**config.mk**
```make
export PLATFORM = sky130hd
export DESIGN_NAME = switch_mem_arb_flat
export DESIGN_NICKNAME = d
export VERILOG_FILES = /design/src/rtl/switch_mem_arb_if.sv /design/src/rtl/switch_mem_arb.sv /design/src/flat_wrapper.sv
export SDC_FILE = /design/constraint.sdc
export NUM_CORES = 1
export LEC_CHECK = 0
export ABC_AREA = 1
export BUFFER_PORTS_ARGS = -buffer_cell sky130_fd_sc_hd__buf_2
export CAP_MARGIN = 20
export CORE_MARGIN = 2
export CORE_UTILIZATION = 35
export CTS_BUF_LIST = sky130_fd_sc_hd__clkbuf_4 sky130_fd_sc_hd__clkbuf_8
export DETAILED_ROUTE_END_ITERATION = 12
export PLACE_DENSITY_LB_ADDON = 0.3
export SYNTH_ARGS = -nofsm -noshare
export SYNTH_HDL_FRONTEND = slang
export SYNTH_SLANG_ARGS = --single-unit
export TNS_END_PERCENT = 1
```
**constraint.sdc**
```tcl
create_clock -name clock -period 2.2 [get_ports clock]
set_clock_uncertainty 0.15 [all_clocks]
set_input_delay 0.22 -clock clock [delete_from_list [all_inputs] [get_ports clock]]
set_output_delay 0.22 -clock clock [all_outputs]
set_load 0.02 [all_outputs]
```
**src/rtl/switch_mem_arb_if.sv**
```systemverilog
// Requester handshake, read-response and memory-side signal bundle for switch_mem_arb.
interface switch_mem_arb_if;
    logic       req0_valid;
    logic       req0_ready;
    logic       req0_rd_wr;
    logic [1:0] req0_add;
    logic [7:0] req0_data;
    logic       req1_valid;
    logic       req1_ready;
    logic       req1_rd_wr;
    logic [1:0] req1_add;
    logic [7:0] req1_data;
    logic       rsp0_valid;
    logic       rsp1_valid;
    logic [7:0] rsp_data;
    logic       mem_en;
    logic       mem_rd_wr;
    logic [1:0] mem_add;
    logic [7:0] mem_data;
    logic [7:0] mem_rdata;
    logic       busy;

    modport slave (
        input  req0_valid, req0_rd_wr, req0_add, req0_data,
        input  req1_valid, req1_rd_wr, req1_add, req1_data,
        input  mem_rdata,
        output req0_ready, req1_ready, rsp0_valid, rsp1_valid, rsp_data,
        output mem_en, mem_rd_wr, mem_add, mem_data, busy
    );

    modport master (
        output req0_valid, req0_rd_wr, req0_add, req0_data,
        output req1_valid, req1_rd_wr, req1_add, req1_data,
        output mem_rdata,
        input  req0_ready, req1_ready, rsp0_valid, rsp1_valid, rsp_data,
        input  mem_en, mem_rd_wr, mem_add, mem_data, busy
    );
endinterface

```
**src/rtl/switch_mem_arb.sv**
```systemverilog
// Two-requester arbiter in front of a small register memory (IDLE/ACCESS/RD_WAIT/GAP).
// Define SWITCH_MEM_ARB_RR_EN for round-robin arbitration; default is fixed priority (req0 wins).
module switch_mem_arb (
    input  logic            clock,
    input  logic            reset_n,
    switch_mem_arb_if.slave bus
);
    typedef enum logic [1:0] {IDLE, ACCESS, RD_WAIT, GAP} state_t;

    state_t     state;
    logic       owner;
    logic       grant0;
    logic       grant1;
    logic       take;
    logic       sel_rd_wr;
    logic [1:0] sel_add;
    logic [7:0] sel_data;

`ifdef SWITCH_MEM_ARB_RR_EN
    // last_grant holds the requester served most recently; the other one wins a tie.
    logic last_grant;
    always_comb begin
        grant0 = bus.req0_valid & (~bus.req1_valid | last_grant);
        grant1 = bus.req1_valid & (~bus.req0_valid | ~last_grant);
    end
`else
    always_comb begin
        grant0 = bus.req0_valid;
        grant1 = bus.req1_valid & ~bus.req0_valid;
    end
`endif

    // Ready is gated by reset so it drops immediately while reset_n is low.
    assign bus.req0_ready = reset_n & (state == IDLE) & grant0;
    assign bus.req1_ready = reset_n & (state == IDLE) & grant1;
    assign take           = reset_n & (state == IDLE) & (grant0 | grant1);

    always_comb begin
        sel_rd_wr = bus.req0_rd_wr;
        sel_add   = bus.req0_add;
        sel_data  = bus.req0_data;
        if (grant1) begin
            sel_rd_wr = bus.req1_rd_wr;
            sel_add   = bus.req1_add;
            sel_data  = bus.req1_data;
        end
    end

    always_ff @(posedge clock or negedge reset_n) begin
        if (!reset_n) begin
            state          <= IDLE;
            owner          <= 1'b0;
            bus.mem_en     <= 1'b0;
            bus.mem_rd_wr  <= 1'b0;
            bus.mem_add    <= '0;
            bus.mem_data   <= '0;
            bus.rsp0_valid <= 1'b0;
            bus.rsp1_valid <= 1'b0;
            bus.rsp_data   <= '0;
            bus.busy       <= 1'b0;
`ifdef SWITCH_MEM_ARB_RR_EN
            last_grant     <= 1'b1;
`endif
        end else begin
            // Memory strobe and response pulses default low; only one state raises each.
            bus.mem_en     <= 1'b0;
            bus.mem_rd_wr  <= 1'b0;
            bus.mem_add    <= '0;
            bus.mem_data   <= '0;
            bus.rsp0_valid <= 1'b0;
            bus.rsp1_valid <= 1'b0;
            case (state)
                IDLE: begin
                    if (take) begin
                        bus.mem_en    <= 1'b1;
                        bus.mem_rd_wr <= sel_rd_wr;
                        bus.mem_add   <= sel_add;
                        bus.mem_data  <= sel_rd_wr ? sel_data : '0;
                        owner         <= grant1;
                        bus.busy      <= 1'b1;
                        state         <= ACCESS;
`ifdef SWITCH_MEM_ARB_RR_EN
                        last_grant    <= grant1;
`endif
                    end
                end
                ACCESS: begin
                    state <= bus.mem_rd_wr ? GAP : RD_WAIT;
                end
                RD_WAIT: begin
                    bus.rsp_data   <= bus.mem_rdata;
                    bus.rsp0_valid <= ~owner;
                    bus.rsp1_valid <= owner;
                    state          <= GAP;
                end
                GAP: begin
                    bus.busy <= 1'b0;
                    state    <= IDLE;
                end
                default: state <= IDLE;
            endcase
        end
    end
endmodule

```
**src/flat_wrapper.sv**
```systemverilog
// flat-port wrapper written by rule: the top's interface ports become plain ports
module switch_mem_arb_flat 
  (clock, reset_n, bus_req0_valid, bus_req0_rd_wr, bus_req0_add, bus_req0_data, bus_req1_valid, bus_req1_rd_wr, bus_req1_add, bus_req1_data, bus_mem_rdata, bus_req0_ready, bus_req1_ready, bus_rsp0_valid, bus_rsp1_valid, bus_rsp_data, bus_mem_en, bus_mem_rd_wr, bus_mem_add, bus_mem_data, bus_busy);
  switch_mem_arb_if bus_i ();
  input  logic clock;
  input  logic reset_n;
  input wire logic [$bits(bus_i.req0_valid)-1:0] bus_req0_valid;
  input wire logic [$bits(bus_i.req0_rd_wr)-1:0] bus_req0_rd_wr;
  input wire logic [$bits(bus_i.req0_add)-1:0] bus_req0_add;
  input wire logic [$bits(bus_i.req0_data)-1:0] bus_req0_data;
  input wire logic [$bits(bus_i.req1_valid)-1:0] bus_req1_valid;
  input wire logic [$bits(bus_i.req1_rd_wr)-1:0] bus_req1_rd_wr;
  input wire logic [$bits(bus_i.req1_add)-1:0] bus_req1_add;
  input wire logic [$bits(bus_i.req1_data)-1:0] bus_req1_data;
  input wire logic [$bits(bus_i.mem_rdata)-1:0] bus_mem_rdata;
  output wire logic [$bits(bus_i.req0_ready)-1:0] bus_req0_ready;
  output wire logic [$bits(bus_i.req1_ready)-1:0] bus_req1_ready;
  output wire logic [$bits(bus_i.rsp0_valid)-1:0] bus_rsp0_valid;
  output wire logic [$bits(bus_i.rsp1_valid)-1:0] bus_rsp1_valid;
  output wire logic [$bits(bus_i.rsp_data)-1:0] bus_rsp_data;
  output wire logic [$bits(bus_i.mem_en)-1:0] bus_mem_en;
  output wire logic [$bits(bus_i.mem_rd_wr)-1:0] bus_mem_rd_wr;
  output wire logic [$bits(bus_i.mem_add)-1:0] bus_mem_add;
  output wire logic [$bits(bus_i.mem_data)-1:0] bus_mem_data;
  output wire logic [$bits(bus_i.busy)-1:0] bus_busy;
  assign bus_i.req0_valid = bus_req0_valid;
  assign bus_i.req0_rd_wr = bus_req0_rd_wr;
  assign bus_i.req0_add = bus_req0_add;
  assign bus_i.req0_data = bus_req0_data;
  assign bus_i.req1_valid = bus_req1_valid;
  assign bus_i.req1_rd_wr = bus_req1_rd_wr;
  assign bus_i.req1_add = bus_req1_add;
  assign bus_i.req1_data = bus_req1_data;
  assign bus_i.mem_rdata = bus_mem_rdata;
  assign bus_req0_ready = bus_i.req0_ready;
  assign bus_req1_ready = bus_i.req1_ready;
  assign bus_rsp0_valid = bus_i.rsp0_valid;
  assign bus_rsp1_valid = bus_i.rsp1_valid;
  assign bus_rsp_data = bus_i.rsp_data;
  assign bus_mem_en = bus_i.mem_en;
  assign bus_mem_rd_wr = bus_i.mem_rd_wr;
  assign bus_mem_add = bus_i.mem_add;
  assign bus_mem_data = bus_i.mem_data;
  assign bus_busy = bus_i.busy;
  switch_mem_arb u_core (.clock(clock), .reset_n(reset_n), .bus(bus_i));
endmodule
```
==> results of run 1 <==
## worst max-delay path: stages (launching register included)
cell	delay, ns
dfrtp_1	0.45
inv_1	0.12
ha_1	0.28
nand2_2	0.12
inv_1	0.08
nand2_1	0.07
inv_1	0.05
buf_2	0.15
## cell families after synthesis
logic type / after synthesis
AOI/OAI and AO/OA: 2
buffers and inverters: 26
and+or+nand+nor: 89
adders and majority gates: 4
DFF: 26
## synthesized netlist by cell type, drive strengths merged
library cell	instances
o21ai	2
nand4	1
inv	21
ha	4
nand3	15
clkinv	1
buf	4
nand2	57
nor2	16
dfrtp	26
## sequential cells by signal, indices dropped and copies added (netlist names)
name                   count
u_core.state               2
u_core.bus.rsp0_valid      1
u_core.bus.mem_data        8
u_core.bus.mem_rd_wr       1
u_core.bus.mem_add         2
u_core.bus.rsp_data        8
u_core.owner               1
u_core.bus.mem_en          1
u_core.bus.rsp1_valid      1
u_core.bus.busy            1
## report_power, final
group / switching (W) / leakage [nW] / internal (W)
logic: 0.000464 / 0.688 / 0.000252
clock network: 0.000132 / 0.0279 / 0.000184
registers: 0.0000814 / 0.340 / 0.000622
total: 0.000678 / 1.06 / 0.00106
## final cells by class
class | instances | area share
clock inverters | 1 | 0.01788
flip-flops and latches | 26 | 0.3875
multi-input cells | 95 | 0.2608
well taps | 46 | 0.03428
repair buffers | 69 | 0.2370
inverters | 22 | 0.04918
clock buffers | 3 | 0.01341
## metal layers
layer / wire length, um / vias up / part of all wire / track usage
met5: 0 / - / 0 / 0
met4: 22 / 0 / 0.0088 / 0.04167
met3: 174 / 2 / 0.069 / 0.02342
met2: 1136 / 49 / 0.45 / 0.2406
met1: 1172 / 473 / 0.47 / 0.1882
li1: - / 578 / - / -
## worst max-delay path by stage
stage | end | slack (ns) | cells past startpoint
6_report | bus_req1_ready | 0.20 | 7
5_1_grt | bus_req1_ready | 0.03 | 7
4_1_cts | bus_req1_ready | 0.17 | 7
3_5_place_dp | bus_req1_ready | 0.51 | 7
3_3_place_gp | bus_req1_ready | 0.55 | 7
2_1_floorplan | bus_req0_ready | 0.69 | 4
## timing repair
action                    CTS  global route
resized for setup           0             0
hold endpoints to repair   35             0
hold buffers               10             0
## through the flow
step	cell area (sq um)	worst slack [ns]	power (W)	cells
6_report	1679	0.1975	0.001737	262
5_1_grt	1679	0.03198	0.001892	262
4_1_cts	1679	0.1652	0.001763	262
3_5_place_dp	1526	0.5059	0.001427	248
3_3_place_gp	1526	0.5550	0.001418	248
2_1_floorplan	1196	0.6942	0.001190	147
==> summary.md, run 1 <==
| Metric | Value |
|---|---|
| Post-synth top area cell | `dfrtp_1` |
| Max IR drop VDD | `around 0.29 mV` |
| Max Slew Vio Count | `0` |
| Flops & latches, synth | `26` |
| Maxcap violations | `0` |
| Vias in the first global route | `between 1,000 and 1,500` |
| CTS Buffer Depth | `2` |
| Yosys warning count | `0` |
| Largest net degree at the start of global routing | `28` |
| Min Hold Slack | `0.009017 ns` |
| Avg Inst Size Synth | `8.137 sq um` |
| Total wire length | `2.505 mm` |
| CTS root buf | `clkbuf_4` |
| Tightest Pin Transition | `around 0.36 ns` |
| Reg-to-reg slack, setup | `0.53 ns` |
| First-pass GRT wire length | `around 4.6 mm` |
| DIE WIDTH | `62.46 um` |
| Maximum fanout along the worst path | `6` |
| Hold Path Stages | `3` |
| Mapped Cells | `about 150` |
| # IOs | `59` |
| Type of origin of the critical path | `register` |
| IO buf count | `58` |
| Area Overhead vs Synth | `40.38%` |
| Sequential cell area | `about 650 sq um` |
| # setup viols final | `0` |
| Wirelength per Cell | `9.561 um` |
| Max H-tree Level | `1` |
| Ratio of cells with drive above 1 in the final layout | `0.3056` |
| Initial Utilization | `0.3613` |
| Xor-xnor portion of the synthesized cell area | `0` |
| Post-synth design cell area | `1196 sq um` |
| Post-synthesis simple-gate area fraction | `0.3159` |
| Nets@finish | `between 200 and 300` |
| Final hold viol count | `0` |
| Vias per inst | `4.206` |
| Die span in y | `between 60 and 70 um` |
| First DRT Iteration DRCs | `65` |
| Cells on worst reg2reg path | `5` |
| CTS tree | `done` |
| Routed Antenna Nets | `0` |
| RR Endpoint | `u_core.bus.rsp_data[6]` |
| CORE AREA | `between 3000 and 4000 sq um` |
| Req. time, crit path | `approximately 1.8 ns` |
| Synth top area cells | `dfrtp_1, nand2_1, inv_1` |
| Clock-pin slew on the worst setup and hold paths | `0.14 ns` |
| RSZ-0062 raised after global routing | `no` |
| Post-Synth Adder-Cell Area | `0.04184` |
| R2R Path Start | `u_core.state[0]` |
| Synth unique cells | `14` |
| Top-area cell type share of the netlist area | `0.5439` |
| Period minus WS final | `between 2 and 2.5 ns` |
| Min-delay src | `bus_req0_add[1]` |
| Multiplexer share of the synthesized area | `0` |
| End of the worst hold path | `u_core.bus.mem_add[1]` |
| Register area share after synthesis | `0.5439` |
| Setup TNS | `0 ns` |
| Vias | `1,102` |
| Full die area | `3901 sq um` |
| Power Dens Cells | `about 1000 nW/um^2` |
| Max-slew headroom | `0.7591` |
| Lkg Pwr | `roughly 1.1 nW` |
| Hpwl dp | `1.959 mm` |
| Drt drc | `0` |
| Fmax | `499.4 MHz` |
| Layout Utilization | `0.5072` |
| 1st-pass router iterations | `4` |
| Min-Delay Path Class | `in -> reg` |
| Compound-gate portion of the synthesized area | `0.008368` |
| Final period util | `0.9102` |
| Post-CTS setup repair buffer count | `0` |
| Largest family of logic cells by synthesized area | `simple AND/OR/NAND/NOR gates` |
| CP Class | `reg -> out` |
| Critical path launch point | `u_core.state[0]` |
| Worst skew pair latency | `0.31 ns` |
| Ant diodes | `0` |
| Row count | `21` |
| Commonest non-fill, non-tap cell in the layout | `buf_2` |
| Antenna violations before repair | `0` |
| Syn_nets | `185` |
| Total GRT Usage | `0.1425` |
| Run status | `completed` |
| Most frequent cells in the layout | `buf_2, nand2_1, dfrtp_1, inv_1, nor2_1` |
| Fillcell total | `343` |
| Area of the multi-input gates | `roughly 440 sq um` |
| Arrival time worst endpoint | `1.63 ns` |
| CTS Buf Count | `3` |
| CP endpoint kind | `output port` |
| RePlAce Congestion | `0.7794` |
| Sink Count | `26` |
| GR Overflow Total | `0` |
Note: power is estimated with default switching activity, not from simulation.
==> inputs of run 2 (changes only) <==
--- a/config.mk
+++ b/config.mk
@@ -12,7 +12,6 @@
 export CORE_UTILIZATION = 35
 export CTS_BUF_LIST = sky130_fd_sc_hd__clkbuf_4 sky130_fd_sc_hd__clkbuf_8
 export DETAILED_ROUTE_END_ITERATION = 12
-export PLACE_DENSITY_LB_ADDON = 0.3
 export SYNTH_ARGS = -nofsm -noshare
 export SYNTH_HDL_FRONTEND = slang
 export SYNTH_SLANG_ARGS = --single-unit
==> run 2 against run 1 <==
Flip-flop and latch count is the same. Register-to-register slack gained 0.06 ns. Largest cell class unchanged. Cell area shrank 0.15%. Combinational power is essentially flat. First-iteration DRC count shrank 17%. Critical path type unchanged.
==> summary.md, run 2 (same netlist as run 1, synthesis figures left out) <==
| Metric | Value |
|---|---|
| Run status | `completed` |
| # setup viols final | `0 (unchanged)` |
| Nets@finish | `255 (unchanged)` |
| Commonest non-fill, non-tap cell in the layout | `buf_2` |
| Most common cell on crit path | `inv_1` |
| CORE AREA | `3311 sq um (unchanged)` |
| Vias in the first global route | `1,085 (+1.9%)` |
| Sequential cell area | `650.6 sq um (unchanged)` |
| Crit path buf inv count | `4 (unchanged)` |
| Dpl ws | `0.5333 ns (+0.02741 ns)` |
| CTS tree | `done` |
| Crit path depth | `7 (unchanged)` |
| Final period util | `0.9204 (+0.01022)` |
| DIE WIDTH | `62.46 um (unchanged)` |
| Max IR drop VDD | `0.3870 mV (+32%)` |
| Area of the multi-input gates | `437.9 sq um (unchanged)` |
| Largest stage delay, worst path | `0.45 ns (about the same)` |
| Vias | `1,081 (-1.9%)` |
| Power Dens Cells | `1038 nW/um^2 (+0.33%)` |
| First DRT Iteration DRCs | `54 (-17%)` |
| Period minus WS final | `2.025 ns (+0.02249 ns)` |
| First-pass GRT wire length | `4.574 mm (-0.31%)` |
| CP endpoint kind | `output port` |
| 1st-pass router iterations | `4 (unchanged)` |
| CP delay by family, top | `flip-flops` |
| CP Class | `reg -> out` |
| Worst skew pair latency | `0.31 ns (about the same)` |
| Drt drc | `0 (unchanged)` |
| Critical-path cell list | `inv_1 -> ha_1 -> nand2_2 -> inv_1 -> nand2_1 -> inv_1 -> buf_2` |
| CTS Buf Count | `3 (unchanged)` |
| Total wire length | `2.549 mm (+1.8%)` |
| RSZ-0062 raised after global routing | `no` |
| CTS resizes | `0 (unchanged)` |
| Die span in y | `62.46 um (unchanged)` |
| Most frequent cells in the layout | `buf_2, nand2_1, dfrtp_1, inv_1, nor2_1` |
| Ant diodes | `0 (unchanged)` |
| Max H-tree Level | `1 (unchanged)` |
| Fillcell total | `343 (unchanged)` |
| Total GRT Usage | `0.1443 (+0.001874)` |
| Antenna violations before repair | `0 (unchanged)` |
| IO buf count | `58 (unchanged)` |
| Hold Path Stages | `3 (unchanged)` |
| Type of origin of the critical path | `register` |
| Tightest Pin Transition | `0.3757 ns (+0.01519 ns)` |
| Max Slew Vio Count | `0 (unchanged)` |
| Maxcap violations | `0 (unchanged)` |
| GR Overflow Total | `0 (unchanged)` |
| Vias per inst | `4.126 (-1.9%)` |
| Slowest-stage cell, CP | `dfrtp_1` |
| Area Overhead vs Synth | `40.17%` |
| Final setup margin | `0.1751 ns (-0.02249 ns)` |
| Clock-pin slew on the worst setup and hold paths | `0.14 ns (about the same)` |
| Cells on worst reg2reg path | `5 (unchanged)` |
| # IOs | `59 (unchanged)` |
| Min-Delay Path Class | `in -> reg` |
| Fmax | `493.8 MHz (-1.1%)` |
| Arrival time worst endpoint | `1.65 ns (+0.02 ns)` |
| Setup TNS | `0 ns (unchanged)` |
| Maximum fanout along the worst path | `6 (unchanged)` |
| CTS root buf | `clkbuf_4` |
| Largest net degree at the start of global routing | `28 (unchanged)` |
| Post-CTS setup repair buffer count | `0 (unchanged)` |
| Req. time, crit path | `1.83 ns (about the same)` |
| Final hold viol count | `0 (unchanged)` |
| Lkg Pwr | `1.056 nW (about the same)` |
| CTS Buffer Depth | `2 (unchanged)` |
| Ratio of cells with drive above 1 in the final layout | `0.3102 (+0.004630)` |
| Layout Utilization | `0.5064 (-0.0007560)` |
| Max-slew headroom | `0.7489 (-0.01015)` |
| Full die area | `3901 sq um (unchanged)` |
| Sink Count | `26 (unchanged)` |
| Min Hold Slack | `0.01721 ns (+0.008191 ns)` |
| RePlAce Congestion | `0.7028 (-9.8%)` |
| Largest regs | `u_core.bus.mem_data x8, u_core.bus.rsp_data x8` |
| Initial Utilization | `0.3613 (unchanged)` |
| Wirelength per Cell | `9.729 um (+1.8%)` |
| Routed Antenna Nets | `0 (unchanged)` |
| Row count | `21 (unchanged)` |
| Hpwl dp | `1.923 mm (-1.8%)` |
-- run 2: report_power, final --
| part | switching (W) | internal (W) | total [W] | leakage (nW) |
|---|---|---|---|---|
| clock network | 0.000141 | 0.000184 | 0.000325 | 0.0279 |
| logic | 0.000461 | 0.000253 | 0.000714 | 0.688 |
| registers | 0.0000792 | 0.000622 | 0.000701 | 0.340 |
| total | 0.000681 | 0.00106 | 0.00174 | 1.06 |
-- run 2: final timing paths --
kind,to,start,slack [ns]
setup / recovery,bus_req1_ready,u_core.state[0],0.18
hold / removal,u_core.bus.mem_add[0],bus_req1_add[0],0.02
setup reg to reg,u_core.bus.rsp_data[7],u_core.state[0],0.59
hold reg to reg,u_core.bus.rsp_data[3],u_core.bus.rsp_data[3],0.34
max in group asynchronous,u_core.bus.mem_rd_wr,reset_n,1.35
min in group asynchronous,u_core.bus.rsp_data[6],reset_n,0.30
-- run 2: worst register-to-register path, stage by stage, from the launching register on --
cell,delay [ns]
dfrtp_1,0.45
inv_1,0.11
ha_1,0.34
clkinv_1,0.30
nand2_1,0.12
nand2_1,0.05
-- run 2: through the flow --
stage,area (sq um),power (W),std cells
global route,1677,0.001890,262
CTS,1677,0.001764,262
finish,1677,0.001740,262
global placement,1534,0.001417,249
detailed placement,1534,0.001423,249
floorplan,1196,0.001190,147
-- run 2: area by class of cell --
cell class / instances / area share
clock buffer: 3 / 0.01343
clock inverter: 1 / 0.01791
inverter: 22 / 0.04925
multi-input combinational: 95 / 0.2612
sequential: 26 / 0.3881
tap: 46 / 0.03433
timing repair buffer: 69 / 0.2358
-- run 2: metal layers --
metal	share of wire	track usage	vias to the layer above	wire [um]
met1	0.46	0.1779	461	1162
met5	0	0	-	0
met4	0.0090	0.05000	0	23
li1	-	-	576	-
met2	0.48	0.2540	42	1213
met3	0.058	0.02523	2	149
-- run 2: what timing repair did --
| item | in CTS | in global routing |
|---|---|---|
| hold endpoints to repair | 34 | 0 |
| hold buffers | 9 | 0 |
| endpoints found under the setup margin | 0 | 0 |
